--- config.mk ---
export PLATFORM = sky130hd
export DESIGN_NAME = mmio_uart_tx_flat
export DESIGN_NICKNAME = d
export VERILOG_FILES = /design/src/rtl/riscv_mmio_pkg.sv /design/src/rtl/mmio_uart_tx_if.sv /design/src/rtl/sync_fifo.sv /design/src/rtl/mmio_uart_tx.sv /design/src/flat_wrapper.sv
export SDC_FILE = /design/constraint.sdc
export NUM_CORES = 1
export LEC_CHECK = 0
export BUFFER_PORTS_ARGS = -buffer_cell sky130_fd_sc_hd__buf_4
export CORE_MARGIN = 2
export CORE_UTILIZATION = 50
export CTS_CLUSTER_DIAMETER = 60
export DETAILED_ROUTE_END_ITERATION = 8
export PLACE_DENSITY = 0.79
export SYNTH_ARGS = -nofsm -noshare
export SYNTH_HDL_FRONTEND = slang
export SYNTH_SLANG_ARGS = --single-unit
--- constraint.sdc ---
create_clock -name clk -period 7.4 [get_ports clk]
set_input_delay 1.48 -clock clk [delete_from_list [all_inputs] [get_ports clk]]
set_output_delay 1.48 -clock clk [all_outputs]
set_load 0.005 [all_outputs]
--- src/rtl/riscv_mmio_pkg.sv ---
// Shared definitions for the memory-mapped peripherals on the core's data-store bus.
// Contents:
//   UART_TXDATA_OFS / UART_STATUS_OFS : register offsets from the UART base address
//   STATUS_*_BIT                      : bit positions inside the UART STATUS word
//   uart_tx_state_t                   : serializer state encoding
//   pack_uart_status()                : assembles the STATUS readback word
package riscv_mmio_pkg;

    localparam logic [31:0] UART_TXDATA_OFS = 32'h0000_0000;
    localparam logic [31:0] UART_STATUS_OFS = 32'h0000_0004;

    localparam int STATUS_EMPTY_BIT = 0;
    localparam int STATUS_FULL_BIT  = 1;
    localparam int STATUS_BUSY_BIT  = 2;
    localparam int STATUS_OVF_BIT   = 3;

    typedef enum logic [1:0] {
        IDLE  = 2'd0,
        START = 2'd1,
        DATA  = 2'd2,
        STOP  = 2'd3
    } uart_tx_state_t;

    function automatic logic [31:0] pack_uart_status(
        input logic ovf,
        input logic busy,
        input logic full,
        input logic empty
    );
        logic [31:0] word;
        word                   = '0;
        word[STATUS_OVF_BIT]   = ovf;
        word[STATUS_BUSY_BIT]  = busy;
        word[STATUS_FULL_BIT]  = full;
        word[STATUS_EMPTY_BIT] = empty;
        return word;
    endfunction

endpackage

--- src/rtl/mmio_uart_tx_if.sv ---
// Data-store bus as seen by a memory-mapped peripheral.
//   we    : store strobe from the core
//   addr  : byte address
//   wdata : store data
//   rdata : peripheral readback (0 when the address is not decoded)
//   hit   : peripheral decodes the current address
// master = core side, slave = peripheral side.
interface mmio_uart_tx_if;
    logic        we;
    logic [31:0] addr;
    logic [31:0] wdata;
    logic [31:0] rdata;
    logic        hit;

    modport master (output we, output addr, output wdata, input rdata, input hit);
    modport slave  (input we, input addr, input wdata, output rdata, output hit);
endinterface

--- src/rtl/sync_fifo.sv ---
// Single-clock FIFO with first-word-fall-through output.
//   clk, rst : clock, asynchronous active-high reset (pointers and count only)
//   push     : write din; accepted when not full, or when full and popping the same edge
//   pop      : advance the head; ignored when empty
//   din      : write data
//   dout     : current head entry (valid while !empty)
//   count    : occupancy 0..DEPTH
//   full     : count == DEPTH
//   empty    : count == 0
// DEPTH must be a power of two so the pointers wrap naturally.
module sync_fifo #(
    parameter int WIDTH = 8,
    parameter int DEPTH = 8
) (
    input  logic                     clk,
    input  logic                     rst,
    input  logic                     push,
    input  logic                     pop,
    input  logic [WIDTH-1:0]         din,
    output logic [WIDTH-1:0]         dout,
    output logic [$clog2(DEPTH):0]   count,
    output logic                     full,
    output logic                     empty
);
    localparam int AW = $clog2(DEPTH);
    localparam logic [AW:0] DEPTH_CNT = (AW + 1)'(DEPTH);

    logic [WIDTH-1:0] mem [DEPTH];
    logic [AW-1:0]    wr_ptr_reg;
    logic [AW-1:0]    rd_ptr_reg;
    logic [AW:0]      count_reg;
    logic             do_push;
    logic             do_pop;

    assign empty   = (count_reg == '0);
    assign full    = (count_reg == DEPTH_CNT);
    assign count   = count_reg;
    assign do_pop  = pop && !empty;
    // A full FIFO still takes a push when the head leaves on the same edge.
    assign do_push = push && (!full || do_pop);

    // Head is read combinationally so the consumer can pop and capture in one edge.
    assign dout = mem[rd_ptr_reg];

    // Storage carries no reset; only the bookkeeping does.
    always_ff @(posedge clk) begin
        if (do_push) begin
            mem[wr_ptr_reg] <= din;
        end
    end

    always_ff @(posedge clk or posedge rst) begin
        if (rst) begin
            wr_ptr_reg <= '0;
            rd_ptr_reg <= '0;
            count_reg  <= '0;
        end else begin
            if (do_push) begin
                wr_ptr_reg <= wr_ptr_reg + 1'b1;
            end
            if (do_pop) begin
                rd_ptr_reg <= rd_ptr_reg + 1'b1;
            end
            case ({do_push, do_pop})
                2'b10:   count_reg <= count_reg + 1'b1;
                2'b01:   count_reg <= count_reg - 1'b1;
                default: count_reg <= count_reg;
            endcase
        end
    end

endmodule

--- src/rtl/mmio_uart_tx.sv ---
// Memory-mapped 8N1 UART transmitter sitting beside data memory on the store bus.
//   clk  : system clock
//   rst  : asynchronous active-high reset; aborts any frame, tx returns high at once
//   bus  : store bus (slave side) - we/addr/wdata in, rdata/hit out
//          BASE+0 TXDATA : store pushes wdata[7:0]; reads return 0
//          BASE+4 STATUS : {28'b0, overflow, busy, full, empty}; any store clears overflow
//   tx   : serial line, idle high, driven from a register
module mmio_uart_tx
    import riscv_mmio_pkg::*;
#(
    parameter logic [31:0] BASE_ADDR    = 32'h1000_0000,
    parameter int          CLKS_PER_BIT = 16,
    parameter int          FIFO_DEPTH   = 8
) (
    input  logic          clk,
    input  logic          rst,
    mmio_uart_tx_if.slave bus,
    output logic          tx
);
    localparam int                BAUD_W    = $clog2(CLKS_PER_BIT);
    localparam logic [BAUD_W-1:0] BAUD_LAST = BAUD_W'(CLKS_PER_BIT - 1);
    localparam int                CNT_W     = $clog2(FIFO_DEPTH) + 1;

    // ---------------- bus decode ----------------
    logic txdata_sel;
    logic status_sel;
    logic push_req;
    logic status_wr;
    logic unused_wdata_hi;

    assign txdata_sel      = (bus.addr == BASE_ADDR + UART_TXDATA_OFS);
    assign status_sel      = (bus.addr == BASE_ADDR + UART_STATUS_OFS);
    assign push_req        = bus.we && txdata_sel;
    assign status_wr       = bus.we && status_sel;
    assign unused_wdata_hi = ^bus.wdata[31:8];

    // ---------------- TX FIFO ----------------
    logic             fifo_pop;
    logic [7:0]       fifo_dout;
    logic [CNT_W-1:0] fifo_count;
    logic             fifo_full;
    logic             fifo_empty;

    sync_fifo #(
        .WIDTH (8),
        .DEPTH (FIFO_DEPTH)
    ) u_tx_fifo (
        .clk   (clk),
        .rst   (rst),
        .push  (push_req),
        .pop   (fifo_pop),
        .din   (bus.wdata[7:0]),
        .dout  (fifo_dout),
        .count (fifo_count),
        .full  (fifo_full),
        .empty (fifo_empty)
    );

    // ---------------- overflow flag ----------------
    logic ovf_reg;
    logic ovf_set;

    // A push is lost only when the FIFO is full and nothing leaves that edge.
    assign ovf_set = push_req && fifo_full && !fifo_pop;

    always_ff @(posedge clk or posedge rst) begin
        if (rst) begin
            ovf_reg <= 1'b0;
        end else if (ovf_set) begin
            ovf_reg <= 1'b1;            // set beats a simultaneous clear
        end else if (status_wr) begin
            ovf_reg <= 1'b0;
        end
    end

    // ---------------- serializer FSM ----------------
    uart_tx_state_t    state_reg, state_next;
    logic [BAUD_W-1:0] baud_reg, baud_next;
    logic [2:0]        bit_idx_reg, bit_idx_next;
    logic [7:0]        shift_reg, shift_next;
    logic              tx_reg, tx_next;
    logic              baud_done;

    assign baud_done = (baud_reg == BAUD_LAST);

    // State register
    always_ff @(posedge clk or posedge rst) begin
        if (rst) begin
            state_reg   <= IDLE;
            baud_reg    <= '0;
            bit_idx_reg <= '0;
            shift_reg   <= '0;
            tx_reg      <= 1'b1;
        end else begin
            state_reg   <= state_next;
            baud_reg    <= baud_next;
            bit_idx_reg <= bit_idx_next;
            shift_reg   <= shift_next;
            tx_reg      <= tx_next;
        end
    end

    // Next-state logic; the head byte is popped on the same edge that enters START,
    // which is what leaves exactly one idle cycle between back-to-back frames.
    always_comb begin
        state_next   = state_reg;
        baud_next    = baud_reg;
        bit_idx_next = bit_idx_reg;
        shift_next   = shift_reg;
        fifo_pop     = 1'b0;
        case (state_reg)
            IDLE: begin
                if (!fifo_empty) begin
                    fifo_pop     = 1'b1;
                    shift_next   = fifo_dout;
                    state_next   = START;
                    baud_next    = '0;
                    bit_idx_next = '0;
                end
            end
            START: begin
                if (baud_done) begin
                    state_next = DATA;
                    baud_next  = '0;
                end else begin
                    baud_next = baud_reg + 1'b1;
                end
            end
            DATA: begin
                if (baud_done) begin
                    baud_next  = '0;
                    shift_next = {1'b0, shift_reg[7:1]};
                    if (bit_idx_reg == 3'd7) begin
                        state_next = STOP;
                    end else begin
                        bit_idx_next = bit_idx_reg + 1'b1;
                    end
                end else begin
                    baud_next = baud_reg + 1'b1;
                end
            end
            STOP: begin
                if (baud_done) begin
                    state_next = IDLE;
                    baud_next  = '0;
                end else begin
                    baud_next = baud_reg + 1'b1;
                end
            end
            default: state_next = IDLE;
        endcase
    end

    // Output logic: the line level is computed from the upcoming state so the
    // registered tx lines up with state_reg without a cycle of lag.
    always_comb begin
        tx_next = 1'b1;
        case (state_next)
            START:   tx_next = 1'b0;
            DATA:    tx_next = shift_next[0];
            default: tx_next = 1'b1;
        endcase
    end

    // ---------------- outputs ----------------
    logic busy;

    assign busy      = (state_reg != IDLE) || (fifo_count != '0);
    assign tx        = tx_reg;
    assign bus.hit   = txdata_sel || status_sel;
    assign bus.rdata = status_sel ? pack_uart_status(ovf_reg, busy, fifo_full, fifo_empty) : 32'h0;

endmodule

--- src/flat_wrapper.sv ---
// flat-port wrapper written by rule: the top's interface ports become plain ports
module mmio_uart_tx_flat import riscv_mmio_pkg::*;
#(
    parameter logic [31:0] BASE_ADDR    = 32'h1000_0000,
    parameter int          CLKS_PER_BIT = 16,
    parameter int          FIFO_DEPTH   = 8
)
  (clk, rst, tx, bus_we, bus_addr, bus_wdata, bus_rdata, bus_hit);
  mmio_uart_tx_if bus_i ();
  input  logic clk;
  input  logic rst;
  output logic tx;
  input wire logic [$bits(bus_i.we)-1:0] bus_we;
  input wire logic [$bits(bus_i.addr)-1:0] bus_addr;
  input wire logic [$bits(bus_i.wdata)-1:0] bus_wdata;
  output wire logic [$bits(bus_i.rdata)-1:0] bus_rdata;
  output wire logic [$bits(bus_i.hit)-1:0] bus_hit;
  assign bus_i.we = bus_we;
  assign bus_i.addr = bus_addr;
  assign bus_i.wdata = bus_wdata;
  assign bus_rdata = bus_i.rdata;
  assign bus_hit = bus_i.hit;
  mmio_uart_tx #(.BASE_ADDR(BASE_ADDR), .CLKS_PER_BIT(CLKS_PER_BIT), .FIFO_DEPTH(FIFO_DEPTH)) u_core (.clk(clk), .rst(rst), .bus(bus_i), .tx(tx));
endmodule
== Word level (Yosys, flattened, before mapping) ==
Memories as Yosys holds them, arrays and structs flattened.
Index checks and enable logic that the tools add are counted.
Widths: inputs -> output; s select.

* Memories: 1
* Input port bits: 67
* Output and inout bits: 34
* Logic and storage cells: 79
* Register bits: 29
* RAM bits: 64

* Reduce and logical (&&, ||, !) cells: 22
* Multiplexer cells: 25
* Equality and inequality tests: 15
* Add/subtract/negate cells: 6

{| class="wikitable"
|+ Memory list
! name !! words !! bits a word !! rd ports !! clocked after Yosys merged registers in !! wr ports !! RTL line !! RTL
|-
| u_core.u_tx_fifo.mem || 8 || 8 || 1 || 0 || 1 || sync_fifo.sv:28 || <nowiki>logic [WIDTH-1:0] mem [DEPTH];</nowiki>
|}

{| class="wikitable"
|+ Operators with widths
! cell !! count
|-
| $eq 32x29->1 const B || 2
|-
| $mux 8 || 2
|-
| $pmux 4 s2 || 2
|-
| $pmux 8 s2 || 1
|-
| $mux 4 || 3
|-
| $mux 2 || 5
|-
| $add 3x1->3 const B || 3
|-
| $mux 3 || 3
|-
| $add 4x1->4 const B || 2
|-
| $eq 2x2->1 const B || 4
|-
| $eq 4x4->1 const B || 2
|-
| $pmux 2 s4 || 1
|-
| $reduce_bool 2->1 || 4
|-
| $eq 2x1->1 const B || 3
|-
| $logic_and 1x1->1 || 6
|-
| $mux 1 || 6
|-
| $pmux 3 s2 || 1
|-
| $logic_not 4->1 || 1
|-
| $ne 2x2->1 const B || 2
|-
| $reduce_and 4->1 || 1
|-
| $reduce_bool 4->1 || 1
|-
| $sub 4x1->4 const B || 1
|-
| $eq 3x3->1 const B || 1
|-
| $logic_not 1->1 || 3
|-
| other kinds (6) || 8
|}

== Logic depth before layout (Yosys ltp) ==
Gate-level depths: netlist (run 1).

* Depth after elaboration: 8
* Depth in mapped cells: 13
* Gate-level depth less buffers: 11

== Cells and area by module ==
A second synthesis (run 1) with hierarchy kept.

* Cells, all modules: 298
* Area, all modules: 4400.5 µm²

{| class="wikitable"
|+ Modules (own cells, without submodules)
! module !! cells each !! sequential area each (µm²) !! area an instance (µm²) !! times used
|-
| sync_fifo || 165 || 2172.1 || 3135.5 || 1
|-
| mmio_uart_tx || 133 || 476.7 || 1265.0 || 1
|}

== Least setup slack after synthesis (run 1) ==
OpenSTA, ideal clock, no wires.

* Kind: in2out
* Start: input bus_addr[27]
* End: output bus_rdata[2]
* Stages on the path: 5
* Setup slack: 3.481 ns
* Arrival time: 2.439 ns
* Data required time: 5.920 ns
* Cells stage by stage: nor4b_1 nand4_1 nor2_1 nand2_1 nor2_1

* Longest elaborated chain between the ends: 2

{| class="wikitable"
|+ RTL lines
! element !! RTL line !! RTL
|-
| start: declaration || flat_wrapper.sv:14 || <nowiki>input wire logic [$bits(bus_i.addr)-1:0] bus_addr;</nowiki>
|-
| $eq 32x29->1 || mmio_uart_tx.sv:32 || <nowiki>assign status_sel = (bus.addr == BASE_ADDR + UART_STATUS_OFS);</nowiki>
|-
| $mux 4 || mmio_uart_tx.sv:171 || <nowiki>assign bus.rdata = status_sel ? pack_uart_status(ovf_reg, busy, fifo_full, fifo_empty) : 32'h0;</nowiki>
|-
| end: declaration || flat_wrapper.sv:16 || <nowiki>output wire logic [$bits(bus_i.rdata)-1:0] bus_rdata;</nowiki>
|}

Every way passes these cells.

== Worst setup path in the final report (run 1) ==
* Start: input bus_addr[13]
* End: output bus_rdata[2]

Same word-level chain as after synthesis.

==> summary.md, run 1 <==
| Metric | Value |
|---|---|
| Logic gate share of total power | `3.3%` |
| Synth Instances | `290` |
| Power Density | `between 150 and 200 mW/mm^2` |
| Sw Pwr | `roughly 210 uW` |
| Worst Skew | `0.008874 ns` |
| EDFF count, synth | `64` |
| RePlAce Congestion | `~0.75` |
| Max FFs per register | `between 60 and 70` |
| Initial Util | `between 50 and 60%` |
| Num ports | `slightly above 100` |
| Largest net degree at the start of global routing | `30` |
| Max-slew violation count | `0` |
| Reg power frac | `between 60% and 70%` |
| Die extent in y | `around 96 microns` |
| CP Max Fanout | `5` |
| Met3 routed WL | `388 microns` |
| CTS sink cnt | `93` |
| Crit path arrival time | `a little under 3 ns` |
| H-tree Lvls | `3` |
| CP Launch Type | `input port` |
| Worst-path cell chain | `buf_4 > nor4_1 > nand4_1 > nor2_1 > nand2_1 > nor2_1 > buf_4` |
| Post-DP Area | `between 0.004 and 0.005 sq mm` |
| Required @ worst endpoint | `just under 6 ns` |
| RSZ-0062 raised after global routing | `false` |
| Largest stage delay on the critical path | `about 0.40 ns` |
| Hold-fix buffers, CTS | `0` |
| Worst Hold Class | `flip-flop to flip-flop` |
| Maximum clock rate | `0.2286 GHz` |
| Clk root buf | `clkbuf_8` |
| Deepest clock path buffer count | `2` |
| Sw frac | `about a quarter` |
| Initial DRC Count | `141` |
| Status | `finished, final reports clean` |
| Number of synthesized register bits | `93` |
| Seq/Total Area, Yosys | `between 60% and 70%` |
| GR Overflow Total | `0` |
| Final min period | `about 4.4 ns` |
| Top sig layer | `met4` |
| Pleak | `0.001895 uW` |
| Final Setup Violations | `0` |
| Max VDD drop | `166.3 uV` |
| Setup TNS | `0 ns` |
| Multi-input gate area | `0.001418 sq mm` |
| Max-cap violations | `0` |
| Pre-Repair DR Iteration Count | `4` |
| CP max-delay cell | `nor4_1` |
| Clk slew on worst S/H paths | `0.10 ns` |
| Final Hold Fails | `0` |
| Initial antenna violation count | `0` |
| Postcts setup bufs | `0` |
| Core Area | `0.008217 sq mm` |
| Commonest non-fill, non-tap cell in the layout | `edfxtp_1` |
| Routed length per instance | `17.02 microns` |
| Standard-cell row count | `33` |
| CTS buffer count | `9` |
| CTS tree | `built` |
| N_diodes | `0` |
| Die W | `slightly below 100 microns` |
| R2R setup slack | `4.46 ns` |
| First-pass GRT wire length | `12120 microns` |
| Worst skew pair latency | `0.36 ns` |
| Met2 wire length | `4035 microns` |
| Total number of vias | `about 2500` |
| Drt drc | `0` |
| Dpl hpwl | `~5300 microns` |
| Design area | `around 0.0048 sq mm` |
| Slew at the pin closest to its max-slew limit | `1.112 ns` |
| Layout cells sized above 1 | `between 20% and 30%` |
| Post-CTS Resized | `0` |
| Worst slew margin | `25.81%` |
| Via/cell ratio | `5.432` |
| Final worst path period share | `roughly 59%` |
| Final WL | `7728 microns` |
| CP Capture Type | `output pin` |
| # fillers | `634` |
| Warnings from Yosys | `0` |
| Worst setup path class | `input port to output pin` |
| Most frequent cells in the layout | `64 x edfxtp_1, 55 x buf_4, 28 x conb_1, 28 x dfrtp_1, 20 x nand2_1` |
| Register area | `0.002649 sq mm` |
| Met1 wire length | `approximately 3200 microns` |
| Commonest register cell after synthesis | `edfxtp_1` |
| Synthesized area per cell | `about 15 sq um` |
| Die area | `approximately 0.0092 sq mm` |
| Synth-to-Final Area Change | `13.94%` |
| Internal power | `705.1 uW` |
| Port Buffers | `48` |
| NumNets Final | `around 420` |
| Post-Syn Area | `0.004244 sq mm` |
| Count of cell types in the netlist | `48` |
| GRT Total Usage | `about 18%` |
| Routed Antenna Nets | `0` |
| Asr flop ratio synth | `a little under a third` |
| Vias in the first global route | `~2400` |
| Clk network pwr share | `around 36%` |
[cell families after synthesis]
family,after synthesis,share of synthesized area [%]
AO/OA/AOI/OAI,36,5.661
XOR/XNOR,9,2.300
adder cells (fa/ha/maj),8,2.535
buffers and inverters,46,6.692
flip-flops,93,62.41
multiplexers,27,11.23
other,1,0.08836
AND/OR/NAND/NOR,70,9.080
[worst max-delay path: cells and delay by family]
kind	cells	cell delay, ns
buffers and inverters	2	0.23
AND/OR/NAND/NOR	5	1.18
[synthesized netlist by cell type (all sizes together), types with 2 or more instances]
| cell | count | area [sq um] |
|---|---|---|
| a31oi | 2 | 12.51 |
| a22o | 2 | 17.52 |
| mux2 | 2 | 26.27 |
| mux4 | 16 | 360.4 |
| ha | 7 | 87.58 |
| a22oi | 6 | 45.04 |
| nand3 | 3 | 15.01 |
| nor2 | 14 | 62.56 |
| nand4 | 3 | 18.77 |
| clkbuf | 5 | 18.77 |
| dfrtp | 28 | 700.7 |
| inv | 7 | 26.28 |
| mux2i | 9 | 90.09 |
| edfxtp | 64 | 1922 |
| nand2b | 2 | 12.51 |
| and3 | 4 | 30.03 |
| xnor2 | 9 | 97.60 |
| buf | 34 | 239.0 |
| o21ai | 12 | 60.06 |
| nor4 | 9 | 56.30 |
| a21oi | 4 | 20.02 |
| and4 | 2 | 17.52 |
| nor4b | 5 | 43.79 |
| nand2 | 20 | 75.07 |
| a21o | 2 | 16.27 |
| nor3 | 5 | 25.02 |
[area by class of cell]
cell class              instances  area share (%)
well taps                     105           2.717
clock buffers                   9           2.561
multi-input cells             178           29.31
flip-flops and latches         93           54.77
inverters                       7          0.5433
clock inverters                 7           1.552
repair buffers                 55           8.538
[worst paths after layout]
check                                          start                   endpoint  depth (start not counted)
setup / recovery                        bus_addr[13]               bus_rdata[2]                          7
hold / removal                   u_core.shift_reg[7]        u_core.shift_reg[7]                          2
setup reg to reg           u_core.u_tx_fifo.count[0]  u_core.u_tx_fifo.count[3]                         11
hold reg to reg                  u_core.shift_reg[7]        u_core.shift_reg[7]                          2
max in group asynchronous                        rst        u_core.shift_reg[6]                          2
min in group asynchronous                        rst  u_core.u_tx_fifo.count[3]                          2
[per-layer routing]
| metal | vias to the layer above | GRT usage, % |
|---|---|---|
| met3 | 8 | 4.620 |
| met1 | 1232 | 22.90 |
| met5 | - | 0 |
| li1 | 1157 | - |
| met4 | 0 | 3.214 |
| met2 | 69 | 31.42 |
[power groups by stage]
| stage | clock (uW) | sequential, uW | combinational (uW) |
|---|---|---|---|
| global placement | 0 | 568 | 28.3 |
| CTS | 340 | 556 | 29.8 |
| floorplan | 0 | 568 | 17.8 |
| global route | 361 | 556 | 34.3 |
| detailed placement | 0 | 568 | 29.7 |
| finish | 333 | 556 | 29.9 |
[through the flow]
stage	utilization [%]	instances	worst slack, ns	total power (uW)	hold slack, ns
2_1_floorplan	-	317	3.481	585.8	0.4502
3_3_place_gp	56.43	438	3.117	596.0	0.4641
3_5_place_dp	56.43	438	3.077	597.5	0.4791
4_1_cts	58.85	454	3.062	925.9	0.5026
5_1_grt	58.85	454	2.934	952.0	0.5416
6_report	58.85	454	3.026	918.9	0.5059
Power figures use the tool's default switching activity.
==> inputs of run 2 (changes only) <==
==> constraint.sdc (replaced) <==
create_clock -name clk -period 4.1 [get_ports clk]
set_input_delay 0.82 -clock clk [delete_from_list [all_inputs] [get_ports clk]]
set_output_delay 0.82 -clock clk [all_outputs]
set_load 0.005 [all_outputs]
==> summary.md, run 2 (synthesized netlist as in run 1, its figures left out) <==
| Metric | Value |
|---|---|
| Required @ worst endpoint | `3.28 ns (-2.64 ns)` |
| Worst skew pair latency | `0.36 ns (about the same)` |
| Crit path arrival time | `2.22 ns (-0.67 ns)` |
| NumNets Final | `420 (+0.24%)` |
| Design area | `0.004826 sq mm (-0.21%)` |
| Final min period | `~3 ns` |
| RR Startpoint | `u_core.state_reg[1]` |
| Worst slew margin | `28.13% (+2.3 points)` |
| Final WL | `7482 microns (-3.2%)` |
| Standard-cell row count | `33 (unchanged)` |
| RePlAce Congestion | `0.7530 (+0.68%)` |
| Setup TNS | `0 ns (unchanged)` |
| GRT Total Usage | `18.21% (+0.23 points)` |
| Hold-fix buffers, CTS | `0 (unchanged)` |
| Worst-path cell chain | `buf_4 > nor4_1 > nand4_1 > nor2_1 > nand2_1 > nor2_1 > buf_4` |
| Post-CTS Resized | `0 (unchanged)` |
| Die extent in y | `96.13 microns (unchanged)` |
| Reg2reg end | `u_core.u_tx_fifo.count[3]` |
| Final Hold Fails | `0 (unchanged)` |
| Max VDD drop | `240.4 uV (+45%)` |
| Deepest clock path buffer count | `2 (unchanged)` |
| Initial Util | `51.65% (unchanged)` |
| CP max-delay cell | `nor4_1` |
| Most frequent cells in the layout | `64 x edfxtp_1, 56 x buf_4, 28 x conb_1, 28 x dfrtp_1, 20 x nand2_1` |
| Layout Cells excl Fill | `455 (+0.22%)` |
| Initial antenna violation count | `0 (unchanged)` |
| Pre-CTS WS | `0.7610 ns (-2.316 ns)` |
| Pleak | `0.001900 uW (+0.28%)` |
| N_diodes | `0 (unchanged)` |
| Maximum clock rate | `between 0.3 and 0.4 GHz` |
| Worst Hold Class | `flip-flop to flip-flop` |
| Routed Antenna Nets | `0 (unchanged)` |
| H-tree Lvls | `3 (unchanged)` |
| Via/cell ratio | `5.371 (-1.1%)` |
| Synth-to-Final Area Change | `13.71%` |
| CTS buffer count | `9 (unchanged)` |
| Drt drc | `0 (unchanged)` |
| Worst setup path startpoint | `bus_addr[13]` |
| CP Max Fanout | `5 (unchanged)` |
| Max-slew violation count | `0 (unchanged)` |
| Post-DP Area | `0.004639 sq mm (about the same)` |
| Layout cells sized above 1 | `28.00% (-0.080 points)` |
| Clk slew on worst S/H paths | `0.09 ns (about the same)` |
| Status | `finished, final reports clean` |
| CP Launch Type | `input port` |
| Max-cap violations | `0 (unchanged)` |
| # fillers | `632 (-0.32%)` |
| Pre-Repair DR Iteration Count | `4 (unchanged)` |
| Die W | `96.13 microns (unchanged)` |
| Routed length per instance | `16.44 microns (-3.4%)` |
| Core Area | `0.008217 sq mm (unchanged)` |
| Vias in the first global route | `2407 (-0.21%)` |
| Final worst setup slack | `1.059 ns (-1.967 ns)` |
| Port Buffers | `48 (unchanged)` |
| Num ports | `101 (unchanged)` |
| Postcts setup bufs | `0 (unchanged)` |
| GR Overflow Total | `0 (unchanged)` |
| CP Capture Type | `output pin` |
| Commonest non-fill, non-tap cell in the layout | `edfxtp_1` |
| Slew at the pin closest to its max-slew limit | `1.077 ns (-0.03475 ns)` |
| Reg2reg path depth | `11 (unchanged)` |
| Clk root buf | `clkbuf_8` |
| Largest net degree at the start of global routing | `30 (unchanged)` |
| Worst setup path class | `input port to output pin` |
| Worst Setup EP | `bus_rdata[2]` |
| Total number of vias | `2444 (-0.89%)` |
| Worst Skew | `0.01195 ns (+0.003079 ns)` |
| Max FFs per register | `64 (unchanged)` |
| R2R setup slack | `1.18 ns (-3.28 ns)` |
| RSZ-0062 raised after global routing | `false` |
| CTS tree | `built` |
| Final worst path period share | `between 70% and 80%` |
| Initial DRC Count | `146 (+3.5%)` |
| Final Setup Violations | `0 (unchanged)` |
| Power Density | `338.0 mW/mm^2 (+78%)` |
| First-pass GRT wire length | `12370 microns (+2.0%)` |
| Die area | `0.009241 sq mm (unchanged)` |
| Largest stage delay on the critical path | `0.39 ns (about the same)` |
| Placed cells | `439 (+0.23%)` |
| Dpl hpwl | `5195 microns (-1.8%)` |
| CTS sink cnt | `93 (unchanged)` |
==> run 2: cell types whose count changed in the layout (fill, tap and decap cells not counted) <==
| cell | previous run | this run |
|---|---|---|
| clkinvlp_4 | 1 | 0 |
| inv_6 | 1 | 3 |
| clkinv_2 | 0 | 1 |
| clkinv_8 | 1 | 0 |
| nor3_1 | 4 | 5 |
| nor3_2 | 1 | 0 |
| buf_4 | 55 | 56 |
| inv_8 | 3 | 2 |
==> run 2: stage by stage <==
step | hold slack (ns) | utilization (%) | power (uW)
floorplan | 0.4502 | - | 1057
finish | 0.4984 | 58.73 | 1631
detailed placement | 0.4754 | 56.46 | 1078
CTS | 0.4953 | 58.73 | 1646
global route | 0.5474 | 58.73 | 1698
global placement | 0.4635 | 56.46 | 1076
==> run 2: metal layers <==
metal / global-route usage (%) / vias up / routed length [microns]
li1: - / 1161 / -
met3: 4.933 / 2 / 363
met2: 29.80 / 74 / 3826
met5: 0 / - / 0
met4: 3.810 / 0 / 9
met1: 24.65 / 1207 / 3283
==> run 2: worst min-delay path by stage <==
| stage | from | to | slack, ns | cells after the start |
|---|---|---|---|---|
| final | u_core.shift_reg[7] | u_core.shift_reg[7] | 0.50 | 2 |
| after global routing | u_core.shift_reg[1] | u_core.shift_reg[1] | 0.55 | 2 |
| after CTS | u_core.shift_reg[7] | u_core.shift_reg[7] | 0.50 | 2 |
| after detailed placement | u_core.shift_reg[7] | u_core.shift_reg[7] | 0.48 | 2 |
| after global placement | u_core.shift_reg[7] | u_core.shift_reg[7] | 0.46 | 2 |
| after floorplan | u_core.shift_reg[7] | u_core.shift_reg[7] | 0.45 | 2 |
==> run 2: critical path, delay by kind of cell <==
kind	cells	cell delay [ns]
AND/OR/NAND/NOR	5	1.16
buffers and inverters	2	0.23
==> run 2: area by class of cell <==
| type | count | area (sq um) | share of cell area [%] |
|---|---|---|---|
| clock buffers | 9 | 123.9 | 2.567 |
| clock inverters | 7 | 62.56 | 1.296 |
| inverters | 7 | 26.28 | 0.5445 |
| multi-input cells | 178 | 1413 | 29.27 |
| flip-flops and latches | 93 | 2649 | 54.89 |
| well taps | 105 | 131.4 | 2.722 |
| repair buffers | 56 | 420.4 | 8.711 |
==> run 2: power breakdown <==
part / switching (uW) / leakage [uW] / internal (uW)
Sequential: 0.00000107 / 0.000943 / 1000
Clock: 339 / 0.0000984 / 235
Combinational: 26.0 / 0.000859 / 27.2
Total: 365 / 0.00190 / 1270
==> inputs of run 3 (changes only) <==
==> constraint.sdc (replaced) <==
create_clock -name clk -period 2.9 [get_ports clk]
set_input_delay 0.58 -clock clk [delete_from_list [all_inputs] [get_ports clk]]
set_output_delay 0.58 -clock clk [all_outputs]
set_load 0.005 [all_outputs]
==> summary.md, run 3 (synthesized netlist as in run 1, its figures left out) <==
| Metric | Value |
|---|---|
| Worst skew pair latency | `0.36 ns (about the same)` |
| Postcts setup bufs | `0 (unchanged)` |
| CTS buffer count | `9 (unchanged)` |
| Initial Util | `51.65% (unchanged)` |
| Power Density | `492.1 mW/mm^2 (+46%)` |
| Final min period | `~2.6 ns` |
| Pre-Repair DR Iteration Count | `4 (unchanged)` |
| Reg2reg path depth | `11 (unchanged)` |
| Routed Antenna Nets | `0 (unchanged)` |
| Status | `finished, final reports clean` |
| Max-slew violation count | `0 (unchanged)` |
| GRT met1 Usage | `23.97% (-0.68 points)` |
| Required @ worst endpoint | `3.16 ns (-0.12 ns)` |
| GR Util met2 | `29.86% (+0.058 points)` |
| Final WL | `7576 microns (+1.3%)` |
| Global routing's busiest layer | `met2` |
| Max VDD drop | `385.7 uV (+60%)` |
| Worst setup path startpoint | `u_core.u_tx_fifo.count[0]` |
| First-pass GRT wire length | `12320 microns (-0.44%)` |
| GR Overflow Total | `0 (unchanged)` |
| Standard-cell row count | `33 (unchanged)` |
| CTS tree | `built` |
| Die extent in y | `96.13 microns (unchanged)` |
| Reg2reg end | `u_core.u_tx_fifo.count[3]` |
| Total number of vias | `2497 (+2.2%)` |
| Worst Skew | `0.01207 ns (+0.0001154 ns)` |
| Most frequent cells in the layout | `64 x edfxtp_1, 61 x buf_4, 28 x conb_1, 28 x dfrtp_1, 20 x nand2_1` |
| RePlAce Congestion | `0.7800 (+3.6%)` |
| Tot Pwr | `2407 uW (+48%)` |
| NumNets Final | `425 (+1.2%)` |
| Dpl hpwl | `5195 microns (about the same)` |
| Num ports | `101 (unchanged)` |
| Maximum clock rate | `around 0.39 GHz` |
| Hold-fix buffers, CTS | `0 (unchanged)` |
| Commonest non-fill, non-tap cell in the layout | `edfxtp_1` |
| Via/cell ratio | `5.428 (+1.1%)` |
| CP Max Fanout | `6 (+1)` |
| R2R setup slack | `0.30 ns (-0.88 ns)` |
| Worst setup path class | `flip-flop to flip-flop` |
| Initial DRC Count | `86 (-41%)` |
| Port Buffers | `48 (unchanged)` |
| Core Area | `0.008217 sq mm (unchanged)` |
| Pleak | `0.001934 uW (+1.8%)` |
| N_diodes | `0 (unchanged)` |
| Worst Hold Class | `input port to asynchronous set/reset pin` |
| Grt met3 use | `3.837% (-1.1 points)` |
| Largest stage delay on the critical path | `0.55 ns (+0.16 ns)` |
| Clk slew on worst S/H paths | `0.10 ns (about the same)` |
| Crit path top cell by count | `nand2_1` |
| Crit path arrival time | `2.86 ns (+0.64 ns)` |
| CP max-delay cell | `or4b_4` |
| H-tree Lvls | `3 (unchanged)` |
| Routed length per instance | `16.47 microns (+0.16%)` |
| CTS sink cnt | `93 (unchanged)` |
| Final Hold Fails | `0 (unchanged)` |
| RSZ-0062 raised after global routing | `false` |
| Setup TNS | `0 ns (unchanged)` |
| Drt drc | `0 (unchanged)` |
| Die W | `96.13 microns (unchanged)` |
| RR Startpoint | `u_core.u_tx_fifo.count[0]` |
| Worst-path cell chain | `or4b_4 > o21ba_1 > nand3_1 > nand2_1 > inv_1 > ha_1 > a21o_2 > a21oi_1 > nand2_1 > a2bb2oi_1 > xnor2_1` |
| # fillers | `611 (-3.3%)` |
| Final Setup Violations | `0 (unchanged)` |
| Clk root buf | `clkbuf_8` |
| Crit-path leading delay family | `simple AND/OR/NAND/NOR gates` |
| Synth-to-Final Area Change | `15.24%` |
| Slew at the pin closest to its max-slew limit | `0.8008 ns (-0.2761 ns)` |
| Deepest clock path buffer count | `2 (unchanged)` |
| Layout cells sized above 1 | `29.01% (+1.0 points)` |
| CP Capture Type | `flip-flop` |
| Largest net degree at the start of global routing | `30 (unchanged)` |
| CP bufs+invs | `1 (-1)` |
| Post-CTS Resized | `0 (unchanged)` |
| Die area | `0.009241 sq mm (unchanged)` |
| Max FFs per register | `64 (unchanged)` |
| Worst slew margin | `46.61% (+18 points)` |
| Fin Hold WS | `0.2801 ns (-0.2183 ns)` |
| Initial antenna violation count | `0 (unchanged)` |
| CP Launch Type | `flip-flop` |
| Vias in the first global route | `2474 (+2.8%)` |
| GRT Total Usage | `18.16% (-0.053 points)` |
| Final worst path period share | `89.53%` |
| Max-cap violations | `0 (unchanged)` |
==> run 3: changes by cell type in the layout (fill, tap and decap cells not counted), sizes merged <==
cell / delta
inv: -1
buf: +5
bufinv: +1
==> run 3: how the worst max path moves through the flow <==
stage                                 end  slack [ns]  cells past startpoint
2_1_floorplan  u_core.u_tx_fifo.mem[2][0]        0.11                      5
3_3_place_gp    u_core.u_tx_fifo.count[3]        0.17                     12
3_5_place_dp    u_core.u_tx_fifo.count[3]        0.07                     12
4_1_cts         u_core.u_tx_fifo.count[3]        0.30                     11
5_1_grt         u_core.u_tx_fifo.count[3]        0.15                     11
6_report        u_core.u_tx_fifo.count[3]        0.30                     11
==> run 3: power by group <==
| group | switching, uW | leakage (uW) | internal (uW) |
|---|---|---|---|
| combinational | 37.1 | 0.000882 | 39.3 |
| sequential | 0.00000156 | 0.000943 | 1420 |
| clock | 489 | 0.000110 | 422 |
| total | 526 | 0.00193 | 1880 |
==> run 3: area by class of cell <==
type / count / area [sq um] / area share [%]
well taps: 105 / 131.4 / 2.686
flip-flops and latches: 93 / 2649 / 54.16
inverters: 7 / 26.28 / 0.5372
clock inverters: 7 / 90.09 / 1.842
clock buffers: 9 / 123.9 / 2.533
repair buffers: 61 / 457.9 / 9.363
multi-input cells: 178 / 1413 / 28.88
==> run 3: worst min-delay path: stages <==
cell and delay [ns]:
buf_4 0.10, inv_1 0.04, buf_4 0.34
==> run 3: metal layers <==
metal / part of all wire, % / wire [microns] / vias up
li1: - / - / 1177
met5: 0 / 0 / -
met1: 45 / 3379 / 1256
met3: 3.0 / 231 / 9
met2: 51 / 3870 / 55
met4: 1.3 / 95 / 0
==> run 3: per-stage QoR <==
stage / cell area [sq um] / std cells / setup WS (ns) / utilization, %
after floorplan: 4345 / 317 / 0.1098 / -
after global placement: 4677 / 444 / 0.1741 / 56.92
after detailed placement: 4677 / 444 / 0.06559 / 56.92
after CTS: 4891 / 460 / 0.2961 / 59.52
after global routing: 4891 / 460 / 0.1485 / 59.52
final: 4891 / 460 / 0.3037 / 59.52
